## config.mk

```make
export PLATFORM = sky130hd
export DESIGN_NAME = spi_regbank
export DESIGN_NICKNAME = d
export VERILOG_FILES = /design/src/rtl/spi_regbank.sv
export SDC_FILE = /design/constraint.sdc
export NUM_CORES = 1
export LEC_CHECK = 0
export CORE_ASPECT_RATIO = 0.7
export CORE_MARGIN = 2
export CORE_UTILIZATION = 55
export DETAILED_ROUTE_END_ITERATION = 8
export HOLD_SLACK_MARGIN = 0.08
export PLACE_DENSITY = 0.9
export REMOVE_ABC_BUFFERS = 1
export SYNTH_ARGS = -nofsm -noshare
export SYNTH_HDL_FRONTEND = slang
export SYNTH_SLANG_ARGS = --single-unit
```

## constraint.sdc

```tcl
create_clock -name clk -period 3.5 [get_ports clk]
set_input_delay 0.35 -clock clk [delete_from_list [all_inputs] [get_ports clk]]
set_output_delay 0.35 -clock clk [all_outputs]
set_load 0.01 [all_outputs]
```

## src/rtl/spi_regbank.sv

```systemverilog
// SPI mode-0 slave register bank. Pins are oversampled on clk. Frames are {rw, addr, data}, MSB first.
// Good writes commit with a per-register strobe. Reads shift out on sdo. Bad frames pulse frame_err.

module spi_regbank_cell #(
  parameter int                DATA_W    = 8,
  parameter logic [DATA_W-1:0] RESET_VAL = '0
) (
  input  logic              clk,
  input  logic              rst,
  input  logic              we,
  input  logic [DATA_W-1:0] d,
  output logic [DATA_W-1:0] q,
  output logic              strobe
);
  always_ff @(posedge clk or posedge rst) begin
    if (rst) begin
      q      <= RESET_VAL;
      strobe <= 1'b0;
    end else begin
      strobe <= we;
      if (we) q <= d;
    end
  end
endmodule

module spi_regbank #(
  parameter int DATA_W    = 8,
  parameter int ADDR_W    = 7,
  parameter int NUM_REGS  = 5,
  parameter int RESET_VAL = 0
) (
  input  logic                       clk,
  input  logic                       rst,
  input  logic                       sclk,
  input  logic                       sdi,
  input  logic                       cs_n,
  output logic                       sdo,
  output logic [NUM_REGS*DATA_W-1:0] regs,
  output logic [NUM_REGS-1:0]        wr_strobe,
  output logic                       frame_err
);
  localparam int FRAME_W = 1 + ADDR_W + DATA_W;
  localparam int CNT_W   = $clog2(FRAME_W + 2);
  localparam int SH_W    = (ADDR_W + 1 > DATA_W) ? ADDR_W + 1 : DATA_W;
  localparam logic [CNT_W-1:0] CNT_ADDR = CNT_W'(ADDR_W);
  localparam logic [CNT_W-1:0] CNT_FULL = CNT_W'(FRAME_W);
  localparam logic [CNT_W-1:0] CNT_SAT  = CNT_W'(FRAME_W + 1);

  typedef enum logic [2:0] {IDLE, ADDR, WDATA, RDATA, DONE} state_t;
  state_t state_q, state_d;

  logic sclk_s1, sclk_s2, sclk_s3, cs_s1, cs_s2, cs_s3, sdi_s1, sdi_s2;
  logic rise_sclk, fall_sclk, rise_cs, sclk_step, addr_end, frame_ok, rw_q;
  logic [CNT_W-1:0]    cnt_q, cnt_inc;
  logic [SH_W-1:0]     shreg_q, sh_nx;
  logic [DATA_W-1:0]   osh_q, rd_val;
  logic [ADDR_W-1:0]   addr_q;
  logic [NUM_REGS-1:0] we;
  logic [DATA_W-1:0]   reg_q [NUM_REGS];

  always_ff @(posedge clk or posedge rst) begin
    if (rst) begin
      {sclk_s1, sclk_s2, sclk_s3} <= 3'b000;
      {cs_s1, cs_s2, cs_s3}       <= 3'b111;
      {sdi_s1, sdi_s2}            <= 2'b00;
    end else begin
      {sclk_s1, sclk_s2, sclk_s3} <= {sclk, sclk_s1, sclk_s2};
      {cs_s1, cs_s2, cs_s3}       <= {cs_n, cs_s1, cs_s2};
      {sdi_s1, sdi_s2}            <= {sdi, sdi_s1};
    end
  end

  assign rise_sclk = sclk_s2 & ~sclk_s3;
  assign fall_sclk = ~sclk_s2 & sclk_s3;
  assign rise_cs   = cs_s2 & ~cs_s3;
  // An sclk edge that coincides with the end of the frame is not counted.
  assign sclk_step = rise_sclk & ~rise_cs;
  assign cnt_inc   = (cnt_q == CNT_SAT) ? cnt_q : cnt_q + 1'b1;
  assign sh_nx     = {shreg_q[SH_W-2:0], sdi_s2};
  assign addr_end  = (state_q == ADDR) && sclk_step && (cnt_q == CNT_ADDR);
  assign frame_ok  = (cnt_q == CNT_FULL) && (int'(addr_q) < NUM_REGS);

  always_comb begin
    rd_val = '0;
    for (int k = 0; k < NUM_REGS; k++)
      if (int'(sh_nx[ADDR_W-1:0]) == k) rd_val = reg_q[k];
  end

  always_comb begin
    state_d = state_q;
    case (state_q)
      // Level test, so a falling edge that arrives while in DONE is still taken here.
      IDLE:  if (!cs_s2) state_d = ADDR;
      ADDR:  if (rise_cs) state_d = DONE;
             else if (addr_end) state_d = sh_nx[ADDR_W] ? WDATA : RDATA;
      WDATA, RDATA: if (rise_cs) state_d = DONE;
      DONE:  state_d = IDLE;
      default: state_d = IDLE;
    endcase
  end

  always_ff @(posedge clk or posedge rst) begin
    if (rst) begin
      state_q   <= IDLE;
      cnt_q     <= '0;
      shreg_q   <= '0;
      osh_q     <= '0;
      addr_q    <= '0;
      rw_q      <= 1'b0;
      sdo       <= 1'b0;
      frame_err <= 1'b0;
    end else begin
      state_q   <= state_d;
      frame_err <= (state_q == DONE) && (cnt_q != '0) && !frame_ok;
      if (state_q != RDATA) sdo <= 1'b0;
      case (state_q)
        IDLE: if (!cs_s2) begin
          cnt_q   <= '0;
          shreg_q <= '0;
          addr_q  <= '0;
          rw_q    <= 1'b0;
        end
        ADDR, WDATA: if (sclk_step) begin
          cnt_q   <= cnt_inc;
          shreg_q <= sh_nx;
        end
        RDATA: begin
          if (sclk_step) cnt_q <= cnt_inc;
          if (fall_sclk && !rise_cs) begin
            sdo   <= osh_q[DATA_W-1];
            osh_q <= osh_q << 1;
          end
        end
        default: ;
      endcase
      if (addr_end) begin
        addr_q <= sh_nx[ADDR_W-1:0];
        rw_q   <= sh_nx[ADDR_W];
        osh_q  <= rd_val;
      end
    end
  end

  for (genvar k = 0; k < NUM_REGS; k++) begin : g_reg
    assign we[k] = (state_q == DONE) && frame_ok && rw_q && (int'(addr_q) == k);
    spi_regbank_cell #(.DATA_W(DATA_W), .RESET_VAL(DATA_W'(RESET_VAL))) u_cell (
      .clk    (clk),
      .rst    (rst),
      .we     (we[k]),
      .d      (shreg_q[DATA_W-1:0]),
      .q      (reg_q[k]),
      .strobe (wr_strobe[k])
    );
    assign regs[k*DATA_W +: DATA_W] = reg_q[k];
  end
endmodule

```

Word level (Yosys, flattened, before mapping):

Cells that the tools add are included.

* flip-flop bits (word level): 87
* bits of input ports: 5
* output and inout bits: 47
* logic and storage cells: 121

* $add $sub $neg: 1
* magnitude comparators: 1
* eq/ne operators: 23
* mux-type cells: 30
* bitwise gates (word level): 8
* reduce and logical (&&, ||, !) cells: 32

Operator list (count)
* $mux 8: 10
* $eq 7x3->1 const B: 4
* $mux 7: 3
* $pmux 8 s2: 1
* $mux 5: 3
* $eq 7x2->1 const B: 2
* $eq 7x4->1 const B: 2
* $logic_not 7->1: 2
* $logic_and 1x1->1: 13
* $mux 3: 4
* $eq 5x5->1 const B: 2
* $pmux 5 s2: 1
* $reduce_bool 2->1: 5
* $pmux 3 s3: 1
* $ne 2x2->1 const B: 4
* $lt 7x3->1 const B: 1
* $mux 1: 7
* $eq 3x2->1 const B: 2
* $reduce_and 3->1: 2
* $add 5x1->5 const B: 1
* $eq 5x3->1 const B: 1
* $reduce_bool 5->1: 1
* $and 1x1->1: 4
* $ne 2x1->1 const B: 2
* 11 further kinds: 17

Logic depth before layout (Yosys ltp):

Gate-level depths: netlist (run 1).

* depth after elaboration: 9
* mapped depth: 7
* mapped depth without buffers: 6

Hierarchy:

From an unflattened synthesis (run 1), not the netlist that was laid out.

* cell total of the unflattened synthesis: 303
* area, all modules: 4103.9 sq um

By module, submodules not included
* spi_regbank: times used 1, cells each 208, area each 2302.2 sq um, sequential area each 1054.8 sq um
* spi_regbank_cell: times used 5, cells each 19, area each 360.3 sq um, sequential area each 225.2 sq um

Worst setup path after synthesis (run 1):

No wires, ideal clock.

* path kind: reg2reg
* start: register cnt_q[0]
* end: register g_reg[2].u_cell.q[0]
* setup time: 0.125 ns
* arrival: 1.872 ns
* required time: 3.375 ns
* path slack: 1.503 ns
* cell stages (with the launch flop): 7
* path buffers: 0
* period minus slack after synthesis: 1.997 ns
* cell sequence: dfrtp_1 > inv_1 > ha_1 > nor3b_1 > nand4_2 > nor2_2 > mux2_2

* word-level cells in the longest chain between the ends: 5

RTL lines
* start: declaration: RTL line 54 `logic [CNT_W-1:0] cnt_q, cnt_inc;`
* start signal: assignment: RTL line 124 `cnt_q <= cnt_inc;`
* start signal: assignment: RTL line 128 `if (sclk_step) cnt_q <= cnt_inc;`
* $eq 5x5->1: RTL line 81 `assign frame_ok = (cnt_q == CNT_FULL) && (int'(addr_q) < NUM_REGS);`
* $logic_and 1x1->1: RTL line 81
* $logic_and 1x1->1 (3 in series): RTL line 145 `assign we[k] = (state_q == DONE) && frame_ok && rw_q && (int'(addr_q) == k);`
* end signal: assignment: RTL line 17 `q <= RESET_VAL;`
* end signal: assignment: RTL line 21 `if (we) q <= d;`
* end: declaration: RTL line 12 `output logic [DATA_W-1:0] q,`

No other way between the ends.
A chain may end at the register's enable or synchronous reset.

Worst setup path after layout (run 1):

* start: register cnt_q[0]
* end: register g_reg[2].u_cell.q[6]

The elaborated chain is that of the path after synthesis.

==> flow_summary.ini, run 1 <==
[min_path]
hold_start = cs_s1
hold_class = flip-flop to flip-flop

[route]
first_iter_violations = 249
antenna_left = 0
first_pass_iters = 5
viasPerCell = 6.178
wire_per_inst_microns = 19.28
num_vias = 3188
drcViolationCount = 0
drt_wl_total_microns = 9947

[clock_tree]
clock_sink_count = 87
cts_buffers = 9
cts-htree-levels = 3
ctsResizeCount = 0
ctsHoldBuffers = 0
cts_root_buffer = clkbuf_8
insertion_delay_ps = 360
clk_pin_slew_worst_paths_ps = 90
cts_buffer_depth = 2
cts_tree = done
post_cts.repair.setup_buffers = 0

[worst_setup_path]
crit_path_start = cnt_q[0]
path_max_fanout = 8
arrival_ps = 2630
cp-start-kind = flip-flop
r2r-start = cnt_q[0]
crit_type = flip-flop to flip-flop
cp.required_ps = 3750
end_kind = flip-flop

[floorplanning]
dieArea_sq_mm = 0.008303
die_y_microns = 76.84
coreArea_sq_mm = 0.007320
fp-row-count = 26
ios = 52
initial_core_util = 0.5696
die_w_microns = 108.1

[outcome]
status = finished, final reports clean

[synth]
syn_area_sq_mm = 0.004169
syn_avg_cell_area_sq_um = 11.06
synth_adder_area_share = 0.009004
ys_ff_latch = 87
synth_top_family_by_area = simple AND/OR/NAND/NOR gates
synth_seq_area_share = 0.5231
yosys.area_share.simple = 0.1672
synthMuxAreaShare = 0.1411
yosys_most_used_dff = dfrtp_1
async_flop_share = 1.000
ys_warn_count = 0
syn_inst = 377
synth_compound_area_frac = 0.1104
synthXorXnorAreaFrac = 0.002101
ys_types = 52
synth_top_cell_area_share = 0.5042
ys_top_cells_by_area = dfrtp_1 50%, mux2_2 10%, mux2i_1 3.8%, o21ai_0 3.0%, nand2_1 2.8%
synth.largest_area_cell = dfrtp_1
synth-edff-count = 0

[timing]
clock_skew_ps = 10.44
slew_viol_final = 0
worst_slew_margin_rel = 0.4118
tightest_slew_ps = 882.4
finalCritPeriodShare = 0.6802
rsz0062_at_grt = no
setup_viol = 0
fin_tns_setup_ps = 0
min_period_ps = 2381
max_freq_mhz = 420.0
hold_viol = 0

[cells_and_area]
layout_common_cells = 84 x dfrtp_1, 51 x clkdlybuf4s50_1, 38 x mux2_2, 31 x nand2_1, 25 x o21ai_0
nNetsFinal = 421
syn_to_final_growth_pct = 16.87
layout_commonest_cell = dfrtp_1
final_area_sq_mm = 0.004872
antenna_cells = 0
fill_cells = 534
drive_gt1_frac = 0.1818

[power_and_ir_drop]
ir_drop_mv = 0.2327
power_density_mw_per_mm2 = 416.4
finalPower_mw = 2.029
power_leakage_nw = 2.101

[grt]
grt_usage = 0.2559
grt_start_max_net_pins = 39
grt_overflow_total = 0
grt_pass1_vias = 3129
grt_antenna_before_repair = 0
grt_pass1_wl_microns = 16440

[placement]
gp_congestion = 0.8856
dp_hpwl_microns = 6945
portBuffers = 51
place_area_sq_mm = 0.004686

[run]
maxCapViolCount = 0
==> metal layers <==
layer / up-vias / wire length (microns) / track usage
met4: 0 / 165 / 0.07051
met5: - / 0 / 0
li1: 1429 / - / -
met3: 20 / 748 / 0.05867
met1: 1578 / 4416 / 0.3833
met2: 161 / 4616 / 0.3755
==> cell usage after synthesis, types with 2 or more instances <==
library cell / count
nor2b_1: 3
or3_1: 3
clkbuf_1: 17
nand3_1: 4
or3b_2: 2
inv_1: 13
ha_1: 3
nor3_1: 11
o211ai_1: 4
mux2i_1: 16
nor2_1: 15
o21ai_0: 25
nand2_1: 31
nand4_1: 8
buf_2: 7
dfrtp_1: 84
nand2b_1: 16
o41ai_1: 3
nor4_4: 2
buf_4: 5
or2_2: 3
o31ai_1: 6
nand3b_1: 3
a21oi_1: 10
o311ai_0: 2
o221ai_1: 3
a21o_1: 5
nor2_2: 2
dfstp_2: 3
a211oi_1: 3
and3_1: 2
mux2_2: 38
a221oi_1: 4
nor4_1: 3
==> final timing paths <==
check	to	slack [ps]	depth (start not counted)
worst max-delay path	g_reg[2].u_cell.q[6]	1120	6
worst min register to register	cs_s2	360	0
worst max register to register	g_reg[2].u_cell.q[6]	1120	6
worst min-delay path	cs_s2	360	0
max in group asynchronous	cs_s2	2200	3
min in group asynchronous	g_reg[0].u_cell.q[3]	380	2
==> area by class of cell <==
class / instances / area (sq um) / share of cell area
Timing Repair Buffer: 55 / 540.5 / 0.1109
Tap cell: 98 / 122.6 / 0.02517
Multi-Input combinational cell: 247 / 1792 / 0.3677
Inverter: 13 / 50.05 / 0.01027
Clock buffer: 9 / 123.9 / 0.02542
Clock inverter: 7 / 62.56 / 0.01284
Sequential cell: 87 / 2181 / 0.4476
==> registers in the layout, indices dropped and copies added (netlist names) <==
register         cells
cnt_q                5
cs_s1                1
state_q              3
g.u_cell.strobe      5
osh_q                8
g.u_cell.q          40
addr_q               7
sclk_s1              1
rw_q                 1
frame_err            1
cs_s3                1
sdo                  1
sclk_s2              1
sclk_s3              1
cs_s2                1
shreg_q              8
sdi_s1               1
sdi_s2               1
==> logic make-up after synthesis <==
group | count (synthesis)
AOI/OAI and AO/OA | 70
DFF | 87
muxes | 54
xor gates and xnor gates | 1
buffers and inverters | 43
adders and majority gates | 3
and+or+nand+nor | 119
==> worst max-delay path, cell delays in order (launching register included) <==
cell	delay (ps)
dfrtp_1	450
inv_1	90
ha_1	150
nor3b_1	430
nand4_2	270
nor2_2	490
mux2_2	390
==> per-stage QoR <==
step                cells  hold slack [ps]  setup slack [ps]    util
floorplan             347            331.2             904.8       -
global placement      500            335.8              1240  0.6402
detailed placement    500            337.2              1159  0.6402
CTS                   516            359.9              1155  0.6656
global route          516            354.0              1010  0.6656
finish                516            362.4              1119  0.6656
==> power by group <==
group / switching (mW) / total [mW] / internal (mW)
registers: 0.0932 / 1.13 / 1.03
clock network: 0.399 / 0.673 / 0.274
logic: 0.143 / 0.230 / 0.0875
total: 0.635 / 2.03 / 1.39
No activity file was read; power rests on OpenSTA's default activity.
==> inputs of run 2 (changes only) <==
==> constraint.sdc (replaced) <==
create_clock -name clk -period 2.24 [get_ports clk]
set_input_delay 0.224 -clock clk [delete_from_list [all_inputs] [get_ports clk]]
set_output_delay 0.224 -clock clk [all_outputs]
set_load 0.01 [all_outputs]
==> run 2 against run 1 <==
Non-clock buffer count up 15. Die area did not move. Combinational power grew 100%. Power grew 64%. Sequential share of layout area shrank 1.3 points. Wire length rose by 5.8%. Largest power group unchanged. Via count rose by 4.3%. Fmax increased by 17%. Flip-flop and latch count stayed put.
==> flow_summary.ini, run 2 (synthesized netlist as in run 1, its figures left out) <==
[power_and_ir_drop]
power_density_mw_per_mm2 = 664.1
power.share.clock = 0.348
pwr-share-seq = 0.511
ir_drop_mv = 0.3099
intPower_mw = 2.332
comb_power_share = 0.141
p_sw_frac = 0.3004
p_sw_mw = 1.001
power_leakage_nw = 2.196

[route]
wire_per_inst_microns = 19.81
drt_wl_total_microns = 10520
antenna_left = 0
first_pass_iters = 5
viasPerCell = 6.264
drcViolationCount = 0
first_iter_violations = 269
num_vias = 3326

[clock_tree]
cts_tree = done
cts-htree-levels = 3
ctsResizeCount = 0
clk_pin_slew_worst_paths_ps = 100
cts_buffers = 9
insertion_delay_ps = 370
ctsHoldBuffers = 0
cts_root_buffer = clkbuf_8
post_cts.repair.setup_buffers = 0
clock_sink_count = 87
cts_buffer_depth = 2

[grt]
grt_pass1_wl_microns = 17240
grt.busiest_layer = met2
use_met1 = 0.3761
met2_usage = 0.4132
grt_antenna_before_repair = 0
grt_use_met3 = 0.07738
grt_pass1_vias = 3355
grt_overflow_total = 0
grt_start_max_net_pins = 35
grt_usage = 0.2687

[cells_and_area]
largestRegisters = g.u_cell.q (40), osh_q (8), shreg_q (8)
fill_cells = 513
layout_commonest_cell = dfrtp_1
drive_gt1_frac = 0.2102
syn_to_final_growth_pct = 20.41
antenna_cells = 0
layout_common_cells = 84 x dfrtp_1, 51 x clkdlybuf4s50_1, 38 x mux2_2, 31 x nand2_1, 25 x o21ai_0
nNetsFinal = 436
top_register = g.u_cell.q
largest_register_ffs = 40

[worst_setup_path]
crit_path_start = cnt_q[0]
path_max_fanout = 8
critPathSlowestCell = dfrtp_1
cp.required_ps = 2500
cpPeakStageDelay_ps = 450
cp-start-kind = flip-flop
r2r-start = cnt_q[0]
crit_type = flip-flop to flip-flop
end_kind = flip-flop
arrival_ps = 2300
crit_chain = inv_1 > ha_1 > nor3b_1 > buf_4 > nand4_2 > nand2b_1 > mux2_2

[floorplanning]
dieArea_sq_mm = 0.008303
die_y_microns = 76.84
initial_core_util = 0.5696
ios = 52
die_w_microns = 108.1
coreArea_sq_mm = 0.007320
fp-row-count = 26

[timing]
worst_slew_margin_rel = 0.4280
hold_slack_ps = 105.4
clock_skew_ps = 14.13
rsz0062_at_grt = no
setup_viol = 0
tightest_slew_ps = 850.2
max_freq_mhz = 490.2
fin_tns_setup_ps = 0
finalCritPeriodShare = 0.9106
hold_viol = 0
min_period_ps = 2040
slew_viol_final = 0

[min_path]
hold_class = input pin to async pin

[placement]
gp_congestion = 0.9149
dp_hpwl_microns = 7265
portBuffers = 51

[outcome]
status = finished, final reports clean

[run]
maxCapViolCount = 0
[run 2: worst max-delay path, delay by kind of cell (launching register included)]
kind / cells / cell delay [ps]
simple gates: 3 / 740
flops: 1 / 450
mux: 1 / 370
buf+inv: 2 / 250
fa+ha+maj: 1 / 130
[run 2: path summary, 6_finish.rpt]
path | depth (start not counted) | to | slack, ps
setup / recovery | 7 | g_reg[0].u_cell.q[0] | 200
hold / removal | 2 | shreg_q[3] | 110
setup reg to reg | 7 | g_reg[0].u_cell.q[0] | 200
hold reg to reg | 0 | cs_s2 | 360
max in group asynchronous | 3 | cs_s2 | 1530
min in group clk | 1 | cs_s1 | 270
[run 2: layout make-up]
cell class                 instances  area (sq um)  share of cell area
multi-input combinational        247          1792              0.3569
clock buffer                       9         123.9             0.02468
timing repair buffer              70         665.6              0.1326
clock inverter                     7         85.08             0.01695
inverter                          13         50.05            0.009970
sequential                        87          2181              0.4344
tap                               98         122.6             0.02443
[run 2: metal layers]
layer  vias up  part of all wire
met5         -                 0
met4         0             0.016
met3        18             0.079
met2       175              0.47
met1      1680              0.43
li1       1453                 -
[run 2: power groups by stage]
stage	clock (mW)	sequential, mW	combinational (mW)
detailed placement	0	1.73	0.450
global placement	0	1.72	0.439
finish	1.16	1.70	0.471
floorplan	0	1.73	0.254
global route	1.24	1.71	0.515
CTS	1.17	1.70	0.460
[run 2: stage by stage]
step / cells / cell area [sq um] / utilization / setup WS, ps / total power, mW
floorplan: 347 / 4021 / - / -229.2 / 1.984
global placement: 515 / 4811 / 0.6573 / 254.3 / 2.161
detailed placement: 515 / 4811 / 0.6573 / 214.0 / 2.178
CTS: 531 / 5020 / 0.6858 / 198.6 / 3.328
global route: 531 / 5020 / 0.6858 / 64.09 / 3.464
finish: 531 / 5020 / 0.6858 / 200.2 / 3.334
